--- config.mk ---
export PLATFORM = sky130hd
export DESIGN_NAME = sha256d_nonce_sequencer
export DESIGN_NICKNAME = d
export VERILOG_FILES = /design/src/rtl/sha256d_nonce_sequencer.sv
export SDC_FILE = /design/constraint.sdc
export NUM_CORES = 2
export LEC_CHECK = 0
export ABC_AREA = 1
export CAP_MARGIN = 25
export CORE_AREA = 2 2 512 514
export DETAILED_ROUTE_END_ITERATION = 10
export DIE_AREA = 0 0 514 516
export PLACE_DENSITY = 0.52
export SYNTH_ARGS = -nofsm -noshare
export SYNTH_HDL_FRONTEND = slang
export SYNTH_SLANG_ARGS = --single-unit
--- constraint.sdc ---
create_clock -name clk -period 3 [get_ports clk]
set_clock_uncertainty 0.15 [all_clocks]
set_input_delay 0.45 -clock clk [delete_from_list [all_inputs] [get_ports clk]]
set_output_delay 0.45 -clock clk [all_outputs]
set_load 0.01 [all_outputs]
--- src/rtl/sha256d_nonce_sequencer.sv ---
// sha256d_nonce_sequencer: drives one SHA-256 compression core through the double hash
// of every nonce in an inclusive, possibly wrapping, range and reports leading-zero hits.
module sha256d_nonce_sequencer #(
   parameter logic STOP_ON_HIT = 1'b1
) (
   input  logic         clk,
   input  logic         rst,
   input  logic         start,
   input  logic         stop,
   input  logic [255:0] midstate,
   input  logic [95:0]  tail,
   input  logic [31:0]  nonce_start,
   input  logic [31:0]  nonce_end,
   input  logic [5:0]   zero_bits,
   output logic         busy,
   output logic         found,
   output logic [31:0]  found_nonce,
   output logic [255:0] digest,
   output logic         exhausted,
   output logic         aborted,
   output logic [31:0]  hash_count,
   output logic         core_start,
   output logic [255:0] core_state_in,
   input  logic         core_rq,
   input  logic [3:0]   core_addr,
   output logic [31:0]  core_data,
   output logic         core_rdy,
   input  logic [255:0] core_state_out,
   input  logic         core_done
);
   localparam logic [2:0] S_IDLE   = 3'd0;
   localparam logic [2:0] S_H1_GO  = 3'd1;
   localparam logic [2:0] S_H1_RUN = 3'd2;
   localparam logic [2:0] S_H2_GO  = 3'd3;
   localparam logic [2:0] S_H2_RUN = 3'd4;
   localparam logic [2:0] S_CHECK  = 3'd5;
   localparam logic [255:0] IV = {32'h6a09e667, 32'hbb67ae85, 32'h3c6ef372, 32'ha54ff53a,
                                  32'h510e527f, 32'h9b05688c, 32'h1f83d9ab, 32'h5be0cd19};
   logic [2:0]   state;
   logic [255:0] mid_r, d1, d2, d1_sh;
   logic [95:0]  tail_r;
   logic [31:0]  nonce, nonce_end_r, w1, w2, word, v;
   logic [5:0]   zb_r;
   logic         stop_pending, iv_sel, run, serve, hit;
   assign busy = state != S_IDLE;
   assign core_start = state == S_H1_GO || state == S_H2_GO;
   // the selected initial state stays put from one GO state until the next
   assign core_state_in = iv_sel ? IV : mid_r;
   assign run = state == S_H1_RUN || state == S_H2_RUN;
   assign serve = run && core_rq && !core_rdy;
   assign d1_sh = d1 >> {~core_addr[2:0], 5'd0};
   always_comb begin
      w1 = core_addr == 4'd0  ? tail_r[95:64] :
           core_addr == 4'd1  ? tail_r[63:32] :
           core_addr == 4'd2  ? tail_r[31:0]  :
           core_addr == 4'd3  ? nonce         :
           core_addr == 4'd4  ? 32'h80000000  :
           core_addr == 4'd15 ? 32'h00000280  : 32'd0;
      w2 = !core_addr[3]      ? d1_sh[31:0]   :
           core_addr == 4'd8  ? 32'h80000000  :
           core_addr == 4'd15 ? 32'h00000100  : 32'd0;
      word = state == S_H1_RUN ? w1 : w2;
   end
   // difficulty is judged on the last digest word read as little-endian
   assign v = {d2[7:0], d2[15:8], d2[23:16], d2[31:24]};
   assign hit = zb_r == 6'd0 || (v >> (6'd32 - zb_r)) == 32'd0;
   always_ff @(posedge clk) begin
      if (rst) begin
         state        <= S_IDLE;
         mid_r        <= '0;
         tail_r       <= '0;
         d1           <= '0;
         d2           <= '0;
         nonce        <= '0;
         nonce_end_r  <= '0;
         zb_r         <= '0;
         stop_pending <= 1'b0;
         iv_sel       <= 1'b0;
         found        <= 1'b0;
         found_nonce  <= '0;
         digest       <= '0;
         exhausted    <= 1'b0;
         aborted      <= 1'b0;
         hash_count   <= '0;
         core_rdy     <= 1'b0;
         core_data    <= '0;
      end else begin
         found     <= 1'b0;
         exhausted <= 1'b0;
         aborted   <= 1'b0;
         core_rdy  <= serve;
         if (serve) core_data <= word;
         if (busy && stop) stop_pending <= 1'b1;
         case (state)
            S_IDLE: if (start) begin
               mid_r        <= midstate;
               tail_r       <= tail;
               nonce        <= nonce_start;
               nonce_end_r  <= nonce_end;
               zb_r         <= zero_bits > 6'd32 ? 6'd32 : zero_bits;
               hash_count   <= '0;
               stop_pending <= 1'b0;
               iv_sel       <= 1'b0;
               state        <= S_H1_GO;
            end
            S_H1_GO: state <= S_H1_RUN;
            S_H1_RUN: if (core_done) begin
               d1     <= core_state_out;
               iv_sel <= 1'b1;
               state  <= S_H2_GO;
            end
            S_H2_GO: state <= S_H2_RUN;
            S_H2_RUN: if (core_done) begin
               d2    <= core_state_out;
               state <= S_CHECK;
            end
            S_CHECK: begin
               hash_count <= hash_count + 32'd1;
               if (hit) begin
                  found       <= 1'b1;
                  found_nonce <= nonce;
                  digest      <= d2;
               end
               if (hit && STOP_ON_HIT) state <= S_IDLE;
               else if (stop_pending) begin
                  aborted <= 1'b1;
                  state   <= S_IDLE;
               end else if (nonce == nonce_end_r) begin
                  exhausted <= 1'b1;
                  state     <= S_IDLE;
               end else begin
                  nonce  <= nonce + 32'd1;
                  iv_sel <= 1'b0;
                  state  <= S_H1_GO;
               end
            end
            default: state <= S_IDLE;
         endcase
      end
   end
endmodule

==> reports/results.txt <==
WP data required: 3.57 ns
global route overflow: 0
antenna violations before repair: 148
via count: 53851
first-pass GRT wire length: 408000 um
worst setup path end: digest[142]$_SDFFE_PP0P_
crit path cell chain: inv_4 > ha_4 > buf_16 > buf_12 > nand3_1 > nand3_1 > nand2_1 > nor2_2 > nand3_1 > nand2_1 > nand3_2 > nand2_2 > nand2_4 > nand2_4 > nand2_8 > buf_12 > buf_4 > o21ai_0 > nor2_1
Synth top cells by count: dfxtp_1 (1295), o21ai_0 (1143), a21oi_1 (1000)
clock sink count: 1295
min Tclk post-route: 3.11 ns
effective utilization at floorplan: 0.199
Final ANT Viol Nets: 0
drt wl/cell: 25.6 um
Post-synth EDFFs: 0
Top FF cell, synth: dfxtp_1
leakage: 29.2 nW
asr flop ratio synth: 0
PwrDens: 779 nW/um^2
DRT Pass-1 Iters: 6
Seq/Total Area, Yosys: 0.504
DR DRC count: 0
failing checks: negative setup slack
FF-to-FF setup slack: -0.11 ns
Buffers on Ports: 1301
layout cells sized above 1: 0.100
pin slew with the least headroom to its limit: 1.08 ns
area of the multi-input gates: 20800 sq um
clock root buffer: clkbuf_16
Area Growth Syn to Fin: 50.3%
WP depth: 19
CTS Buf Count: 159
Peak VDD IR: 662 uV
Chip Width: 514 um
headroom to the max-slew limit: 0.274
most common cell in the synthesized netlist: dfxtp_1
area share of the largest cell type after synthesis: 0.504
Top delay family on crit path: simple AND/OR/NAND/NOR gates
Place WS: -0.530 ns
site row count: 187
nets: 8985
Fillers: 27735
largest net degree at the start of global routing: 131
Longest Clk Path Bufs: 3
crit path buf inv count: 5
net count after synthesis: 7640
fin crit share: 1.04
Post-Syn Instances: 6949
R2R depth: 19
Critical Path Slowest Stage Cell: dfxtp_2
Avg Cell Area, Syn: 7.41 sq um
Critical Path Start: zb_r[0]$_SDFFE_PP0P_
CP Launch Type: register
FF+latch count, synth: 1295
WP data arrival: 3.68 ns
most numerous cell on the critical path: nand3_1
RSZ-0062 raised after global routing: true
final setup fails: 171
Power Total: 60.3 mW
r2r endpoint: digest[142]$_SDFFE_PP0P_
YS warnings: 0
worst-skew pair later-pin latency: 0.85 ns
drt via density: 4.54
final worst slack: -0.112 ns
DP Wirelength: 238000 um
Yosys cell types: 44
final hold vios: 0
Final Max Tran Viols: 0
CP Class: reg -> reg
vias in the first global route: 50569
worst min path class: in -> reg
Finished Core Util: 0.299
sequential cell area: 25900 sq um
DRT Wirelength: 304000 um
Reg clk slew, reported paths: 0.06 ns
Hold Path Origin: rst
Worst R2R Start: zb_r[0]$_SDFFE_PP0P_
Iteration-0 DRC Markers: 4801
Worst Path Max Fanout: 27
largest incremental delay on the critical path: 0.36 ns
core area: 259000 sq um
Synth area leaders: dfxtp_1 (50%), o21ai_0 (11%), a21oi_1 (9.7%)
GPL Wtd Cong: 0.953
cell taking the most area after synthesis: dfxtp_1
GRT Total Usage: 0.217
Die H: 516 um
CTS tree: done
htree depth: 4
CP endpoint kind: register
Max-Cap Viols: 0
I/O pin count: 1302
status: finished, violations left
Mapped Area: 51500 sq um
FMAX: 321 MHz
die area: 265000 sq um
report_power, final:
group	switching (mW)	total (mW)	internal (mW)	leakage [nW]
clock network	8.48	19.9	11.5	2.62
registers	1.08	20.9	19.8	10.5
logic	12.2	19.5	7.29	16.0
worst register-to-register path, cell delays in order, from the launching register on:
cell and delay (ns):
dfxtp_2 0.36, inv_4 0.05, ha_4 0.35, buf_16 0.15
buf_12 0.10, nand3_1 0.11, nand3_1 0.11, nand2_1 0.07
nor2_2 0.11, nand3_1 0.10, nand2_1 0.08, nand3_2 0.10
nand2_2 0.10, nand2_4 0.06, nand2_4 0.09, nand2_8 0.12
buf_12 0.18, buf_4 0.33, o21ai_0 0.23, nor2_1 0.06
logic make-up after synthesis:
logic type | count (synthesis) | synth area share
XOR/XNOR | 28 | 0.00491
AND/OR/NAND/NOR | 1735 | 0.135
AO/OA/AOI/OAI | 2435 | 0.247
flip-flops | 1295 | 0.504
buffers and inverters | 1453 | 0.109
adder cells (fa/ha/maj) | 3 | 0.000729
final cells by class:
type	instances	share of cell area
diodes	45	0.00146
clock buffers	221	0.0587
clock inverters	66	0.0110
inverters	925	0.0455
multi-input cells	4201	0.269
flip-flops and latches	1295	0.335
well taps	3402	0.0550
repair buffers	1712	0.225
state kept, by name, indices dropped and copies added (netlist names):
signal,flops
zb_r,6
nonce,32
nonce_end_r,32
hash_count,32
mid_r,256
iv_sel,1
digest,256
state,3
stop_pending,1
core_rdy,1
d2,256
found,1
tail_r,96
found_nonce,32
exhausted,1
aborted,1
core_data,32
d1,256
layout by cell type (no fill, tap or decap), types with 10 or more instances in the layout:
cell type,synthesis,routed
o21ai_0,1143,1039
clkdlybuf4s15_2,0,11
nand3_2,0,33
clkinv_2,1,30
o22ai_1,106,106
buf_4,22,274
clkbuf_1,458,30
buf_6,8,16
nor3_1,20,17
nand4_1,39,39
nand3_1,208,170
dfxtp_1,1295,1292
dlygate4sd2_1,0,147
xor2_1,26,26
clkbuf_16,0,166
nor2_2,0,20
o21ai_1,63,116
o21ai_2,0,44
o221ai_1,30,30
nand2_1,649,616
buf_16,0,14
a21oi_2,0,16
dlygate4sd3_1,0,29
a211oi_1,10,10
a22oi_1,25,25
o211ai_1,31,31
inv_1,916,913
diode_2,0,45
nor2_1,803,776
buf_12,0,69
nand2_2,2,25
clkbuf_8,0,31
clkdlybuf4s50_1,0,1134
a21oi_1,1000,982
layer usage:
layer  GRT usage  wire length (um)  up-vias
met1       0.306            142000    25668
li1            -                 -    25512
met3      0.0718             28600      391
met2       0.320            126000     2170
met4      0.0452              6150      110
met5           0               727        -
worst min-delay path by stage:
stage	to	slack, ns	cells after the start
finish	tail_r[34]$_SDFFE_PP0P_	0.05	3
global route	tail_r[58]$_SDFFE_PP0P_	0.03	3
CTS	mid_r[10]$_SDFFE_PP0P_	0.0002	3
detailed placement	exhausted$_SDFF_PP0_	0.27	1
global placement	exhausted$_SDFF_PP0_	0.26	1
floorplan	exhausted$_SDFF_PP0_	0.25	1
per-stage QoR:
step	std cells	hold WS [ns]	instance area, sq um	setup TNS, ns
2_1_floorplan	6949	0.248	51500	0
3_3_place_gp	11476	0.259	70200	-46.61
3_5_place_dp	11476	0.267	70200	-30.90
4_1_cts	11813	0.000185	76500	-7.98
5_1_grt	11831	0.0272	77300	-32.89
6_report	11867	0.0507	77400	-6.32
what timing repair did:
item / 4_1_cts / 5_1_grt
resized for setup: 291 / 235
pin swaps: 7 / 34
endpoints found under the setup margin: 554 / 424
endpoints found under the hold margin: 42 / 0
setup buffers: 10 / 6
hold buffers: 29 / 0
gates cloned: 12 / 7
No activity file was read; power rests on OpenSTA's default activity.
